File: src/rtl/ahblite_vga_wbuf_pkg.sv
// ahblite_vga_wbuf_pkg: shared SoC bus constants, register map and data-phase record
package ahblite_vga_wbuf_pkg;
  localparam int REG_SEL_BIT = 15;
  localparam logic [15:0] STATUS_OFS = 16'h8000;
  localparam logic [15:0] CTRL_OFS = 16'h8004;
  localparam int STATUS_LEVEL_W = 9;
  localparam int STATUS_EMPTY_BIT = 16;
  localparam int STATUS_FULL_BIT = 17;
  localparam int STATUS_EN_BIT = 18;
  localparam int CTRL_EN_BIT = 0;
  localparam int CTRL_FLUSH_BIT = 1;
  typedef struct packed {
    logic valid;
    logic write;
    logic [15:0] addr;
  } dphase_t;
  function automatic logic reg_hit(input logic [15:0] addr, input logic [15:0] ofs);
    return addr[15:2] == ofs[15:2];
  endfunction
endpackage

File: src/rtl/ahblite_vga_wbuf_if.sv
// ahblite_vga_wbuf_if: AHB-Lite slave-port bundle
interface ahblite_vga_wbuf_if;
  logic HSEL;
  logic [31:0] HADDR;
  logic [1:0] HTRANS;
  logic [2:0] HSIZE;
  logic [3:0] HPROT;
  logic HWRITE;
  logic [31:0] HWDATA;
  logic HREADY;
  logic HREADYOUT;
  logic [31:0] HRDATA;
  logic HRESP;
  modport slave(
    input HSEL, HADDR, HTRANS, HSIZE, HPROT, HWRITE, HWDATA, HREADY,
    output HREADYOUT, HRDATA, HRESP
  );
  modport master(
    output HSEL, HADDR, HTRANS, HSIZE, HPROT, HWRITE, HWDATA, HREADY,
    input HREADYOUT, HRDATA, HRESP
  );
endinterface

File: src/rtl/ahblite_vga_wbuf_sync_fifo.sv
// sync_fifo: synchronous FIFO with wrap-bit pointers and flush
module sync_fifo #(
  parameter int WIDTH = 8,
  parameter int DEPTH = 4,
  localparam int AW = $clog2(DEPTH)
) (
  input  logic HCLK,
  input  logic HRESETn,
  input  logic push,
  input  logic pop,
  input  logic flush,
  input  logic [WIDTH-1:0] din,
  output logic [WIDTH-1:0] dout,
  output logic [AW:0] level,
  output logic full,
  output logic empty
);
  logic [WIDTH-1:0] mem [DEPTH];
  logic [AW:0] wr_ptr, rd_ptr;
  logic do_push, do_pop;
  assign do_push = push & ~full;
  assign do_pop = pop & ~empty & ~flush;
  assign level = wr_ptr - rd_ptr;
  assign full = level == (AW+1)'(DEPTH);
  assign empty = level == '0;
  assign dout = mem[rd_ptr[AW-1:0]];
  always_ff @(posedge HCLK or negedge HRESETn)
    if (!HRESETn) begin
      wr_ptr <= '0;
      rd_ptr <= '0;
    end else begin
      wr_ptr <= wr_ptr + (AW+1)'(do_push);
      rd_ptr <= flush ? wr_ptr : rd_ptr + (AW+1)'(do_pop);
    end
  always_ff @(posedge HCLK)
    if (do_push) mem[wr_ptr[AW-1:0]] <= din;
endmodule

File: src/rtl/ahblite_vga_wbuf.sv
// ahblite_vga_wbuf: AHB-Lite slave buffering character-cell writes toward a VGA engine
module ahblite_vga_wbuf
  import ahblite_vga_wbuf_pkg::*;
#(
  parameter int H_BITS = 5,
  parameter int V_BITS = 4,
  parameter int FIFO_DEPTH = 4
) (
  input  logic HCLK,
  input  logic HRESETn,
  ahblite_vga_wbuf_if.slave ahb,
  output logic vga_valid,
  input  logic vga_ready,
  output logic [H_BITS-1:0] vga_addr_h,
  output logic [V_BITS-1:0] vga_addr_v,
  output logic [31:0] vga_ctrl
);
  localparam int W = V_BITS + H_BITS + 32;
  localparam int LW = $clog2(FIFO_DEPTH) + 1;
  dphase_t dp;
  logic en, is_reg, cell_wr, ctrl_wr, push, pop, flush, full, empty, unused_ok;
  logic [LW-1:0] level;
  logic [W-1:0] head;
  logic [31:0] status_word;
  always_ff @(posedge HCLK or negedge HRESETn)
    if (!HRESETn) dp <= '0;
    else if (ahb.HREADY) dp <= '{valid: ahb.HSEL & ahb.HTRANS[1], write: ahb.HWRITE, addr: ahb.HADDR[15:0]};
  always_ff @(posedge HCLK or negedge HRESETn)
    if (!HRESETn) en <= 1'b1;
    else if (ctrl_wr) en <= ahb.HWDATA[CTRL_EN_BIT];
  assign is_reg = dp.addr[REG_SEL_BIT];
  assign cell_wr = dp.valid & dp.write & ~is_reg;
  assign ctrl_wr = dp.valid & dp.write & is_reg & reg_hit(dp.addr, CTRL_OFS);
  assign push = cell_wr & ~full;
  assign flush = ctrl_wr & ahb.HWDATA[CTRL_FLUSH_BIT];
  assign pop = vga_valid & vga_ready;
  assign vga_valid = en & ~empty;
  assign {vga_addr_v, vga_addr_h, vga_ctrl} = empty ? '0 : head;
  assign ahb.HREADYOUT = ~(cell_wr & full);
  assign ahb.HRESP = 1'b0;
  always_comb begin
    status_word = '0;
    status_word[STATUS_LEVEL_W-1:0] = STATUS_LEVEL_W'(level);
    status_word[STATUS_EMPTY_BIT] = empty;
    status_word[STATUS_FULL_BIT] = full;
    status_word[STATUS_EN_BIT] = en;
  end
  assign ahb.HRDATA = !(dp.valid & ~dp.write & is_reg) ? '0 :
                      reg_hit(dp.addr, STATUS_OFS) ? status_word :
                      reg_hit(dp.addr, CTRL_OFS) ? 32'(en) << CTRL_EN_BIT : '0;
  assign unused_ok = ^{ahb.HSIZE, ahb.HPROT, ahb.HADDR[31:16], ahb.HTRANS[0], dp.addr[1:0]};
  sync_fifo #(.WIDTH(W), .DEPTH(FIFO_DEPTH)) u_fifo (
    .HCLK(HCLK),
    .HRESETn(HRESETn),
    .push(push),
    .pop(pop),
    .flush(flush),
    .din({dp.addr[H_BITS+V_BITS+1:2], ahb.HWDATA}),
    .dout(head),
    .level(level),
    .full(full),
    .empty(empty)
  );
endmodule

File: src/flat_wrapper.sv
// flat-port wrapper written by rule: the top's interface ports become plain ports
module ahblite_vga_wbuf_flat import ahblite_vga_wbuf_pkg::*;
#(
  parameter int H_BITS = 5,
  parameter int V_BITS = 4,
  parameter int FIFO_DEPTH = 4
)
  (HCLK, HRESETn, vga_valid, vga_ready, vga_addr_h, vga_addr_v, vga_ctrl, ahb_HSEL, ahb_HADDR, ahb_HTRANS, ahb_HSIZE, ahb_HPROT, ahb_HWRITE, ahb_HWDATA, ahb_HREADY, ahb_HREADYOUT, ahb_HRDATA, ahb_HRESP);
  ahblite_vga_wbuf_if ahb_i ();
  input  logic HCLK;
  input  logic HRESETn;
  output logic vga_valid;
  input  logic vga_ready;
  output logic [H_BITS-1:0] vga_addr_h;
  output logic [V_BITS-1:0] vga_addr_v;
  output logic [31:0] vga_ctrl;
  input wire logic [$bits(ahb_i.HSEL)-1:0] ahb_HSEL;
  input wire logic [$bits(ahb_i.HADDR)-1:0] ahb_HADDR;
  input wire logic [$bits(ahb_i.HTRANS)-1:0] ahb_HTRANS;
  input wire logic [$bits(ahb_i.HSIZE)-1:0] ahb_HSIZE;
  input wire logic [$bits(ahb_i.HPROT)-1:0] ahb_HPROT;
  input wire logic [$bits(ahb_i.HWRITE)-1:0] ahb_HWRITE;
  input wire logic [$bits(ahb_i.HWDATA)-1:0] ahb_HWDATA;
  input wire logic [$bits(ahb_i.HREADY)-1:0] ahb_HREADY;
  output wire logic [$bits(ahb_i.HREADYOUT)-1:0] ahb_HREADYOUT;
  output wire logic [$bits(ahb_i.HRDATA)-1:0] ahb_HRDATA;
  output wire logic [$bits(ahb_i.HRESP)-1:0] ahb_HRESP;
  assign ahb_i.HSEL = ahb_HSEL;
  assign ahb_i.HADDR = ahb_HADDR;
  assign ahb_i.HTRANS = ahb_HTRANS;
  assign ahb_i.HSIZE = ahb_HSIZE;
  assign ahb_i.HPROT = ahb_HPROT;
  assign ahb_i.HWRITE = ahb_HWRITE;
  assign ahb_i.HWDATA = ahb_HWDATA;
  assign ahb_i.HREADY = ahb_HREADY;
  assign ahb_HREADYOUT = ahb_i.HREADYOUT;
  assign ahb_HRDATA = ahb_i.HRDATA;
  assign ahb_HRESP = ahb_i.HRESP;
  ahblite_vga_wbuf #(.H_BITS(H_BITS), .V_BITS(V_BITS), .FIFO_DEPTH(FIFO_DEPTH)) u_core (.HCLK(HCLK), .HRESETn(HRESETn), .ahb(ahb_i), .vga_valid(vga_valid), .vga_ready(vga_ready), .vga_addr_h(vga_addr_h), .vga_addr_v(vga_addr_v), .vga_ctrl(vga_ctrl));
endmodule
File: config.mk
export PLATFORM = sky130hd
export DESIGN_NAME = ahblite_vga_wbuf_flat
export DESIGN_NICKNAME = d
export VERILOG_FILES = /design/src/rtl/ahblite_vga_wbuf_pkg.sv /design/src/rtl/ahblite_vga_wbuf_if.sv /design/src/rtl/ahblite_vga_wbuf_sync_fifo.sv /design/src/rtl/ahblite_vga_wbuf.sv /design/src/flat_wrapper.sv
export SDC_FILE = /design/constraint.sdc
export NUM_CORES = 1
export LEC_CHECK = 0
export ABC_AREA = 1
export CAP_MARGIN = 5
export CORE_MARGIN = 2
export CORE_UTILIZATION = 40
export CTS_BUF_LIST = sky130_fd_sc_hd__clkbuf_16
export CTS_CLUSTER_SIZE = 10
export DETAILED_ROUTE_END_ITERATION = 8
export GPL_ROUTABILITY_DRIVEN = 0
export HOLD_SLACK_MARGIN = 0.02
export PLACE_DENSITY = 0.72
export REMOVE_ABC_BUFFERS = 1
export SYNTH_ARGS = -nofsm -noshare
export SYNTH_HDL_FRONTEND = slang
export SYNTH_SLANG_ARGS = --single-unit
File: constraint.sdc
create_clock -name HCLK -period 4.9 [get_ports HCLK]
set_input_delay 0.735 -clock HCLK [delete_from_list [all_inputs] [get_ports HCLK]]
set_output_delay 0.735 -clock HCLK [all_outputs]
set_load 0.02 [all_outputs]
### Yosys cells after proc, flatten, opt, wreduce, memory -nomap -nowiden

Memories as Yosys holds them, arrays and structs flattened.
Index checks and enable logic that the tools add are counted.

| storage, ports and cells | value |
|---|---|
| memories | 1 |
| RAM bits | 164 |
| register bits | 25 |
| output and inout bits | 76 |
| logic and storage cells | 42 |
| input port bits | 79 |

| cells by class | value |
|---|---|
| reduce and logical (&&, ||, !) cells | 1 |
| equal/unequal tests | 3 |
| muxes and demuxes | 7 |
| $add $sub $neg | 3 |
| bitwise operators | 21 |

Memory list:

| memory | depth | bits a word | rd ports | clocked after memory_dff | write ports | line | text |
|---|---|---|---|---|---|---|---|
| u_core.u_fifo.mem | 4 | 41 | 1 | 0 | 1 | ahblite_vga_wbuf_sync_fifo.sv:18 | `logic [WIDTH-1:0] mem [DEPTH];` |

Operators by type and width:

| operator | count |
|---|---|
| $mux 32 | 2 |
| $mux 41 | 1 |
| $eq 14x14->1 const B | 2 |
| $and 1x1->1 | 15 |
| $add 3x1->3 | 2 |
| $not 1->1 | 6 |
| $eq 3x3->1 const B | 1 |
| $logic_not 3->1 | 1 |
| $mux 1 | 3 |
| $mux 3 | 1 |
| $sub 3x3->3 | 1 |

### Longest topological paths before layout

Gate-level depths: netlist (run 1).

| logic depth | value |
|---|---|
| depth in word-level cells | 9 |
| depth in mapped cells | 13 |

### Cells and area by module

Synthesis (run 1) repeated with hierarchy kept, for this count alone.

| unflattened totals | value |
|---|---|
| cells, all modules | 660 |
| area total of the unflattened synthesis | 7893.8 µm² |

By module, submodules not included:

| module | times used | cells each | area each (µm²) | seq. area each (µm²) |
|---|---|---|---|---|
| sync_fifo | 1 | 450 | 6502.5 | 5074.9 |
| ahblite_vga_wbuf | 1 | 210 | 1391.3 | 426.7 |

### Worst setup path before layout (run 1)

OpenSTA, ideal clock, no wires.

| timing | value |
|---|---|
| kind | reg2reg |
| from | register u_core.u_fifo.rd_ptr[1] |
| to | memory u_core.u_fifo.mem[0][0] (netlist name), enable pin |
| path buffers | 1 |
| period minus slack after synthesis | 3.698 ns |
| library setup time | 0.439 ns |
| cell stages (with the launch flop) | 9 |
| path slack | 1.202 ns |
| required time | 4.461 ns |
| arrival time | 3.259 ns |
| cell sequence | dfrtp_1 > inv_1 > clkbuf_1 > fa_1 > nand3_1 > nand2_1 > nand2_1 > nand2_1 > nor2_1 |

| between the ends | value |
|---|---|
| cells in the longest elaborated chain, start to end | 7 |

Ends and longest elaborated chain:

| item | line | text |
|---|---|---|
| start, declared | ahblite_vga_wbuf_sync_fifo.sv:19 | `logic [AW:0] wr_ptr, rd_ptr;` |
| start signal, assigned | ahblite_vga_wbuf_sync_fifo.sv:33 | `rd_ptr <= flush ? wr_ptr : rd_ptr + (AW+1)'(do_pop);` |
| $sub 3x3->3 (*) | ahblite_vga_wbuf_sync_fifo.sv:23 | `assign level = wr_ptr - rd_ptr;` |
| $eq 3x3->1 (*) | ahblite_vga_wbuf_sync_fifo.sv:24 | `assign full = level == (AW+1)'(DEPTH);` |
| $not 1->1 (*) | ahblite_vga_wbuf_sync_fifo.sv:21, ahblite_vga_wbuf.sv:34 |  |
| $and 1x1->1 | ahblite_vga_wbuf.sv:34 | `assign push = cell_wr & ~full;` |
| $and 1x1->1 (*) | ahblite_vga_wbuf_sync_fifo.sv:21 | `assign do_push = push & ~full;` |
| $mux 1 (*) | ahblite_vga_wbuf_sync_fifo.sv:36 | `if (do_push) mem[wr_ptr[AW-1:0]] <= din;` |
| $mux 1 (implied by the code) (*) | ahblite_vga_wbuf_sync_fifo.sv:36 |  |
| end, declared | ahblite_vga_wbuf_sync_fifo.sv:18 |  |

Mark *: on every way between the ends. The rest lies on a longest branch, timed or not.

### Worst setup path in the final report (run 1)

| timing | value |
|---|---|
| from | register u_core.u_fifo.rd_ptr[0] |
| to | output vga_ctrl[23] |

| between the ends | value |
|---|---|
| cells in the longest elaborated chain, start to end | 3 |

Ends and longest elaborated chain:

| item | line | text |
|---|---|---|
| $sub 3x3->3 | ahblite_vga_wbuf_sync_fifo.sv:23 |  |
| $logic_not 3->1 | ahblite_vga_wbuf_sync_fifo.sv:25 | `assign empty = level == '0;` |
| $mux 41 (*) | ahblite_vga_wbuf.sv:38 | `assign {vga_addr_v, vga_addr_h, vga_ctrl} = empty ? '0 : head;` |
| end, declared | flat_wrapper.sv:16 | `output logic [31:0] vga_ctrl;` |

Marks and branches as above.

==> results of run 1 <==
## worst paths after layout
kind / startpoint / endpoint / depth (start not counted)
max reg2reg: u_core.u_fifo.rd_ptr[0] / u_core.u_fifo.rd_ptr[2] / 12
min in group asynchronous: HRESETn / u_core.dp[16] / 1
min: u_core.dp[12] / u_core.dp[12] / 1
min reg2reg: u_core.dp[12] / u_core.dp[12] / 1
max: u_core.u_fifo.rd_ptr[0] / vga_ctrl[23] / 8
max in group asynchronous: HRESETn / u_core.u_fifo.rd_ptr[1] / 1
## stage by stage
| step | area [um2] | instances | power, mW | utilization, % |
|---|---|---|---|---|
| after CTS | 9580 | 1045 | 6.08 | 49.6 |
| after detailed placement | 9020 | 1013 | 4.77 | 46.6 |
| after global placement | 9020 | 1013 | 4.73 | 46.6 |
| after floorplan | 7580 | 638 | 3.50 | - |
| after global routing | 9580 | 1045 | 6.41 | 49.6 |
| final | 9580 | 1045 | 6.01 | 49.6 |
## metal layers
metal  up-vias  share of wire [%]  GRT usage [%]
li1       2454                  -              -
met1      2378                 43           19.0
met2       143                 50           27.6
met3        22                5.1           4.17
met4         0                1.6           5.16
met5         -                  0              0
## placed cells by master (no fill, tap or decap), drive strengths merged
master	n
clkinv	2
nand4	4
ha	5
nand3	12
xor2	2
buf	9
conb	27
o21bai	1
clkdlybuf4s50	101
o21ai	93
mux2	5
a21oi	1
nand2	82
edfxtp	164
dfrtp	22
nor2	108
bufinv	1
nor3	1
o22ai	41
fa	1
inv	80
clkbuf	17
dfstp	1
## cells by family (layout without fill, tap and decap cells)
group           Yosys count  count (layout)  synth area share [%]
simple gates            207             207                  10.4
flops                   187             187                  70.3
compound gates          136             136                  9.53
buf+inv                 127             210                  7.72
fa+ha+maj                 6               6                  1.05
mux                       5               5                 0.719
xor+xnor                  2               2                 0.224
other cells               1              27                0.0479
## layout make-up
| type | instances | area share [%] |
|---|---|---|
| Clock buffer | 17 | 4.44 |
| Inverter | 68 | 2.66 |
| Timing Repair Buffer | 110 | 11.3 |
| Tap cell | 265 | 3.46 |
| Multi-Input combinational cell | 383 | 19.3 |
| Sequential cell | 187 | 57.5 |
| Clock inverter | 15 | 1.42 |
## worst max-delay path: cells and delay by family (launching register included)
family	cells	cell delay [ps]
and+or+nand+nor	3	1100
adders and majority gates	2	730
DFF	1	720
buffers and inverters	3	640
## sequential cells by signal, indices dropped and copies added (netlist names)
name	count
u_core.en	1
u_core.u_fifo.mem	164
u_core.u_fifo.wr_ptr	3
u_core.dp	16
u_core.u_fifo.rd_ptr	3
## Yosys cell counts (all sizes together)
master | instances | area (um2)
nor3 | 1 | 5.00
dfstp | 1 | 26.3
inv | 68 | 255
o22ai | 41 | 257
nand4 | 4 | 25.0
nand2 | 82 | 308
nand3 | 12 | 72.6
conb | 1 | 3.75
clkbuf | 22 | 86.3
edfxtp | 164 | 4920
a21oi | 1 | 5.00
mux2 | 5 | 56.3
fa | 1 | 20.0
dfrtp | 22 | 551
o21bai | 1 | 18.8
ha | 5 | 62.6
xor2 | 2 | 17.5
buf | 37 | 263
nor2 | 108 | 405
o21ai | 93 | 465
## report_power, final
part,leakage [nW],internal (mW),switching (mW)
Clock,0.289,0.712,0.599
Combinational,1.62,1.10,1.67
Sequential,1.75,1.84,0.0905
==> run_results.csv, run 1 <==
group,metric,value,unit
timing,fin_crit_sh,89.4,%
timing,fin_skew,10.9,ps
global_route,antenna_found_initial,0,
timing,finalHoldViolCount,0,
min_path,min_path_type,"reg2reg",
timing,setup-tns-final,0,ps
clock_network,root_buffer,"clkbuf_16",
routing,wire_per_inst,15.1,um
die,core_area,19300,um2
cells_and_area,fin_nets,852,
critical_path,cp.arrival,3650,ps
timing,period_needed,4380,ps
clock_network,cts_resized,0,
power_and_ir_drop,p_leak,3.66,nW
routing,via_count,4997,
global_route,grt_util_all_layers,15.8,%
die,fp.dieArea,20700,um2
routing,drc,0,
critical_path,start_kind,"flop",
run_status,status,"completed",
synthesis,synth.avg_cell_area,11.7,um2
timing,tightestPinTransition,1050,ps
synthesis,yosysWarnings,0,
critical_path,worst-path-max-fanout,44,
synthesis,syn_inst,671,
synthesis,ys_seq_area_share,70.3,%
critical_path,crit_path_end_kind,"output port",
clock_network,clock_path_buffers,2,
clock_network,hold_buffers,0,
clock_network,htreeDepth,4,
clock_network,clk_latency,430,ps
critical_path,max_stage_delay,720,ps
timing,setup_violations,0,
clock_network,cts_sinks,187,
die,io_pins,155,
placed_design,hpwl,9210,um
cells_and_area,fillCellCount,1696,
critical_path,critPathSlowestCell,"dfrtp_2",
clock_network,postCtsSetupBuffers,0,
cells_and_area,num_antenna_cells,0,
timing,maxSlewViolCount,0,
power_and_ir_drop,ir_worst_vdd,0.413,mV
die,start_util,40.5,%
routing,drt-total-wl,15700,um
routing,ant_nets,0,
timing,hold_ws,508,ps
die,die_w,144,um
timing,relSlewSlack,30.0,%
critical_path,crit_required,4160,ps
global_route,grt_max_degree,57,
clock_network,clkTransAtPathRegs,70,ps
cells_and_area,regArea,5500,um2
global_route,grt_pass1_wl,24500,um
critical_path,worst-r2r-setup-slack,1480,ps
synthesis,ys_seq_elements,187,
routing,drt_pass1_iterations,4,
cells_and_area,multi_input_area,1850,um2
die,rows,51,
global_route,grt_pass1_vias,4750,
placed_design,io_buffers,101,
routing,drt_iter0_drc,311,
cells_and_area,area_growth,22.4,%
critical_path,worst_path_most_repeated_cell,"inv_1",
clock_network,numCtsBuffers,17,
global_route,grt-ovfl-total,0,
critical_path,crit_path_cell_trace,"ha_1, inv_1, fa_1, nor2_1, nand3_4, nand2_1, inv_1, clkdlybuf4s50_1",
timing,grt_setup_unrepaired,"no",
power_and_ir_drop,powerDensity,627,nW/um2
flow_run,max-cap-violations,0,
clock_network,cts_tree,"built",
cells_and_area,drive_above_1_share,7.05,%
timing,worst_slack,520,ps
critical_path,critical_path_class,"reg2out",
timing,max_freq,228,MHz
synthesis,synth.distinct_cells,24,
die,die_h,144,um
synthesis,netlist_area,7830,um2
placed_design,place_worst_setup_slack,954,ps
routing,viasPerCell,4.78,
Power figures use the tool's default switching activity.
==> run 2, diff against run 1 <==
--- a/config.mk
+++ b/config.mk
@@ -7,14 +7,16 @@
 export LEC_CHECK = 0
 export ABC_AREA = 1
 export CAP_MARGIN = 5
+export CELL_PAD_IN_SITES_DETAIL_PLACEMENT = 1
+export CELL_PAD_IN_SITES_GLOBAL_PLACEMENT = 1
 export CORE_MARGIN = 2
-export CORE_UTILIZATION = 40
-export CTS_BUF_LIST = sky130_fd_sc_hd__clkbuf_16
+export CORE_UTILIZATION = 42
+export CTS_BUF_LIST = sky130_fd_sc_hd__clkbuf_8
 export CTS_CLUSTER_SIZE = 10
 export DETAILED_ROUTE_END_ITERATION = 8
 export GPL_ROUTABILITY_DRIVEN = 0
 export HOLD_SLACK_MARGIN = 0.02
-export PLACE_DENSITY = 0.72
+export PLACE_DENSITY = 0.9
 export REMOVE_ABC_BUFFERS = 1
 export SYNTH_ARGS = -nofsm -noshare
 export SYNTH_HDL_FRONTEND = slang
==> run_results.csv, run 2 (synthesis results as in run 1) <==
group,metric,value,unit
timing,relSlewSlack,28.8,%
power_and_ir_drop,intPower,3.34,mW
clock_network,root_buffer,"clkbuf_8",
run_status,status,"completed",
placed_design,hpwl,11900,um
routing,drt-total-wl,18800,um
cells_and_area,num_antenna_cells,0,
cells_and_area,regArea,5500,um2
critical_path,crit_path_cell_trace,"inv_1, ha_1, inv_1, fa_1, nor2_1, nand3_4, nand2_1, inv_1, clkdlybuf4s50_1",
timing,max_freq,239,MHz
critical_path,worst_path_most_repeated_cell,"inv_1",
cells_and_area,fillCellCount,1915,
cells_and_area,drive_above_1_share,6.91,%
critical_path,crit_required,4160,ps
critical_path,crit_path_end_kind,"output port",
clock_network,htreeDepth,4,
min_path,min_path_type,"reg2reg",
global_route,grt_pass1_wl,29100,um
power_and_ir_drop,ir_worst_vdd,0.278,mV
die,die_w,141,um
global_route,grt_pass1_vias,5588,
cells_and_area,final_cell_mix,"164 x edfxtp_1, 104 x nor2_1, 101 x clkdlybuf4s50_1",
global_route,antenna_found_initial,0,
global_route,grt_util_all_layers,19.6,%
routing,wire_per_inst,18.6,um
die,fp.dieArea,19700,um2
routing,via_count,5188,
critical_path,worst-path-max-fanout,44,
power_and_ir_drop,p_leak,3.56,nW
die,io_pins,155,
timing,grt_setup_unrepaired,"no",
power_and_ir_drop,power.switching,2.37,mW
cells_and_area,fin_util,51.5,%
clock_network,numCtsBuffers,17,
die,rows,49,
die,start_util,43.1,%
routing,viasPerCell,5.13,
cells_and_area,final_common_cell,"edfxtp_1",
cells_and_area,fin_nets,854,
die,core_area,18100,um2
timing,setup-tns-final,0,ps
flow_run,max-cap-violations,0,
clock_network,clock_path_buffers,2,
timing,tightestPinTransition,1060,ps
critical_path,cpLargestDelayFamily,"simple AND/OR/NAND/NOR gates",
timing,hold_ws,510,ps
global_route,grt-ovfl-total,0,
timing,finalHoldViolCount,0,
die,die_h,141,um
power_and_ir_drop,swShare,41.5,%
clock_network,cts_resized,0,
timing,fin_skew,9.03,ps
timing,fin_crit_sh,85.3,%
routing,drt_iter0_drc,315,
power_and_ir_drop,p_comb_share,50.2,%
critical_path,max_stage_delay,530,ps
global_route,grt_max_degree,84,
critical_path,cp.arrival,3440,ps
clock_network,cts_sinks,187,
timing,setup_violations,0,
routing,ant_nets,0,
power_and_ir_drop,seqPwrFrac,33.3,%
critical_path,start_kind,"flop",
clock_network,postCtsSetupBuffers,0,
clock_network,clk_latency,460,ps
cells_and_area,area_growth,19.4,%
cells_and_area,stdcell_count,1011,
timing,period_needed,4180,ps
cells_and_area,largest_register_ffs,164,
clock_network,cts_tree,"built",
placed_design,io_buffers,101,
clock_network,clkTransAtPathRegs,90,ps
clock_network,hold_buffers,0,
critical_path,critical_path_class,"reg2out",
cells_and_area,multi_input_area,1850,um2
placed_design,dp_cells,979,
power_and_ir_drop,p_clk_share,16.5,%
power_and_ir_drop,powerDensity,611,nW/um2
critical_path,critPathSlowestCell,"nand3_4",
critical_path,path_buf_inv,4,
timing,maxSlewViolCount,0,
routing,drc,0,
routing,drt_pass1_iterations,4,
==> run 2: changes by cell type in the layout (fill, tap and decap cells not counted), sizes merged <==
cell | before | now
clkinv | 2 | 6
clkinvlp | 0 | 4
buf | 9 | 11
inv | 80 | 72
==> run 2: worst paths after layout <==
kind,startpoint,end,slack [ps],cells past startpoint
worst min-delay path,u_core.en,u_core.en,510,2
max in group asynchronous,HRESETn,u_core.u_fifo.rd_ptr[0],3340,1
min in group asynchronous,HRESETn,u_core.u_fifo.wr_ptr[1],850,1
worst max register to register,u_core.u_fifo.wr_ptr[0],u_core.u_fifo.mem[1][35],1630,10
worst max-delay path,u_core.u_fifo.wr_ptr[0],vga_addr_v[0],720,9
worst min register to register,u_core.en,u_core.en,510,2
==> run 2: per-layer routing <==
| layer | routed length [um] | GRT usage [%] | up-vias |
|---|---|---|---|
| met4 | 282 | 7.16 | 0 |
| met3 | 893 | 4.17 | 22 |
| li1 | - | - | 2447 |
| met1 | 7550 | 22.5 | 2567 |
| met2 | 10000 | 36.1 | 152 |
| met5 | 0 | 0 | - |
==> run 2: layout make-up <==
class / instances / share of cell area [%]
flip-flops and latches: 187 / 58.9
clock inverters: 15 / 1.34
multi-input cells: 383 / 19.8
inverters: 68 / 2.73
repair buffers: 112 / 11.7
well taps: 229 / 3.07
clock buffers: 17 / 2.50
==> run 2: stage by stage <==
stage	worst slack (ps)	instance area, um2	total power, mW
2_1_floorplan	149	7580	3.50
3_3_place_gp	1210	8990	4.73
3_5_place_dp	1160	8990	4.83
4_1_cts	646	9350	5.77
5_1_grt	491	9350	6.07
6_report	722	9350	5.71
==> run 2: power by group through the flow <==
stage	Combinational [mW]	Sequential, mW	Clock [mW]
floorplan	1.51	2.00	0
global placement	2.81	1.93	0
detailed placement	2.89	1.94	0
CTS	2.91	1.90	0.958
global route	3.14	1.91	1.02
finish	2.87	1.90	0.941
==> run 2: worst min-delay path, stage by stage (launching register included) <==
cell	delay (ps)
dfstp_2	400
nand2_1	70
nand2_1	50
==> run 3, diff against run 2 <==
--- a/config.mk
+++ b/config.mk
@@ -17,7 +17,6 @@
 export GPL_ROUTABILITY_DRIVEN = 0
 export HOLD_SLACK_MARGIN = 0.02
 export PLACE_DENSITY = 0.9
-export REMOVE_ABC_BUFFERS = 1
 export SYNTH_ARGS = -nofsm -noshare
 export SYNTH_HDL_FRONTEND = slang
 export SYNTH_SLANG_ARGS = --single-unit
==> run_results.csv, run 3 (synthesis results as in run 1) <==
group,metric,value,unit
critical_path,crit_path_cell_trace,"ha_1, inv_1, fa_1, nor2_1, nand3_4, nand2_1, inv_1, clkdlybuf4s50_1",
cells_and_area,drive_above_1_share,5.91,%
die,die_w,141,um
critical_path,max_stage_delay,660,ps
critical_path,start_kind,"flop",
clock_network,cts_sinks,187,
die,die_h,141,um
clock_network,hold_buffers,0,
timing,setup-tns-final,0,ps
die,start_util,43.1,%
die,core_area,18100,um2
cells_and_area,final_common_cell,"edfxtp_1",
clock_network,clk_latency,450,ps
routing,drc,0,
cells_and_area,fin_nets,851,
global_route,antenna_found_initial,0,
routing,via_count,5121,
run_status,status,"completed",
cells_and_area,final_cell_mix,"164 x edfxtp_1, 104 x nor2_1, 101 x clkdlybuf4s50_1",
timing,period_needed,4330,ps
die,io_pins,155,
clock_network,clock_path_buffers,2,
timing,fin_crit_sh,88.4,%
clock_network,cts_resized,0,
routing,ant_nets,0,
timing,grt_setup_unrepaired,"no",
critical_path,worst-r2r-setup-slack,1470,ps
timing,finalHoldViolCount,0,
global_route,grt_util_all_layers,18.7,%
clock_network,htreeDepth,4,
routing,viasPerCell,5.08,
cells_and_area,area_growth,19.0,%
timing,max_freq,231,MHz
placed_design,io_buffers,101,
critical_path,cp.arrival,3600,ps
critical_path,critPathSlowestCell,"dfrtp_2",
clock_network,root_buffer,"clkbuf_8",
global_route,grt_pass1_wl,28300,um
critical_path,worst-path-max-fanout,44,
timing,maxSlewViolCount,0,
timing,setup_violations,0,
critical_path,crit_required,4160,ps
flow_run,max-cap-violations,0,
min_path,min_path_type,"reg2reg",
timing,hold_ws,520,ps
global_route,grt_max_degree,62,
cells_and_area,fin_util,51.3,%
routing,drt-total-wl,17700,um
power_and_ir_drop,ir_worst_vdd,0.280,mV
routing,drt_pass1_iterations,4,
placed_design,dp_cells,976,
die,fp.dieArea,19700,um2
clock_network,cts_tree,"built",
cells_and_area,largest_register_ffs,164,
cells_and_area,final_area,9320,um2
timing,tightestPinTransition,1040,ps
timing,fin_skew,6.57,ps
die,rows,49,
power_and_ir_drop,p_leak,3.57,nW
cells_and_area,stdcell_count,1008,
critical_path,critical_path_class,"reg2out",
placed_design,hpwl,11100,um
critical_path,crit_path_end_kind,"output port",
placed_design,dpl_cell_area,8960,um2
cells_and_area,num_antenna_cells,0,
power_and_ir_drop,powerDensity,609,nW/um2
clock_network,numCtsBuffers,17,
routing,drt_iter0_drc,271,
global_route,grt-ovfl-total,0,
routing,wire_per_inst,17.6,um
global_route,grt_pass1_vias,5410,
clock_network,postCtsSetupBuffers,0,
clock_network,clkTransAtPathRegs,80,ps
critical_path,worst_path_most_repeated_cell,"inv_1",
timing,relSlewSlack,30.5,%
-- run 3: cell types whose count changed in the layout (fill, tap and decap cells not counted) --
| cell | change |
|---|---|
| inv_1 | +4 |
| clkinv_4 | -1 |
| inv_6 | -3 |
| buf_4 | -3 |
| clkinv_2 | +2 |
| clkinvlp_4 | -4 |
| bufinv_16 | +1 |
| clkinv_1 | +1 |
-- run 3: layer usage --
layer,vias to the layer above,track usage (%),wire length (um)
met5,-,0,0
met4,0,7.05,336
met3,27,3.38,828
met2,140,33.2,9160
met1,2509,23.0,7390
li1,2445,-,-
-- run 3: area by class of cell --
type	instances	area [um2]
tap	229	287
fill	1927	8830
multi-input combinational	383	1850
inverter	68	255
clock inverter	15	119
timing repair buffer	109	1070
sequential	187	5500
clock buffer	17	234
-- run 3: critical path, delay by kind of cell (launching register included) --
family                   cells  cell delay [ps]
buffers and inverters        3              670
flip-flops                   1              660
adder cells (fa/ha/maj)      2              720
AND/OR/NAND/NOR              3             1050
-- run 3: worst paths after layout --
kind                                         startpoint                        to  cells past startpoint
worst max-delay path            u_core.u_fifo.rd_ptr[0]             vga_addr_h[0]                      8
worst min-delay path                          u_core.en                 u_core.en                      2
worst max register to register  u_core.u_fifo.rd_ptr[0]  u_core.u_fifo.mem[0][37]                      9
worst min register to register                u_core.en                 u_core.en                      2
max in group asynchronous                       HRESETn   u_core.u_fifo.rd_ptr[0]                      1
min in group asynchronous                       HRESETn             u_core.dp[11]                      1
-- run 3: power breakdown --
part           total, mW  internal (mW)  switching [mW]
Combinational       2.82           1.10            1.72
Sequential          1.93           1.84          0.0888
Clock              0.925          0.435           0.490
-- run 3: through the flow --
step,worst slack (ps),power (mW)
finish,568,5.67
global placement,1120,4.70
floorplan,1200,3.63
global route,374,6.04
detailed placement,996,4.82
CTS,484,5.75
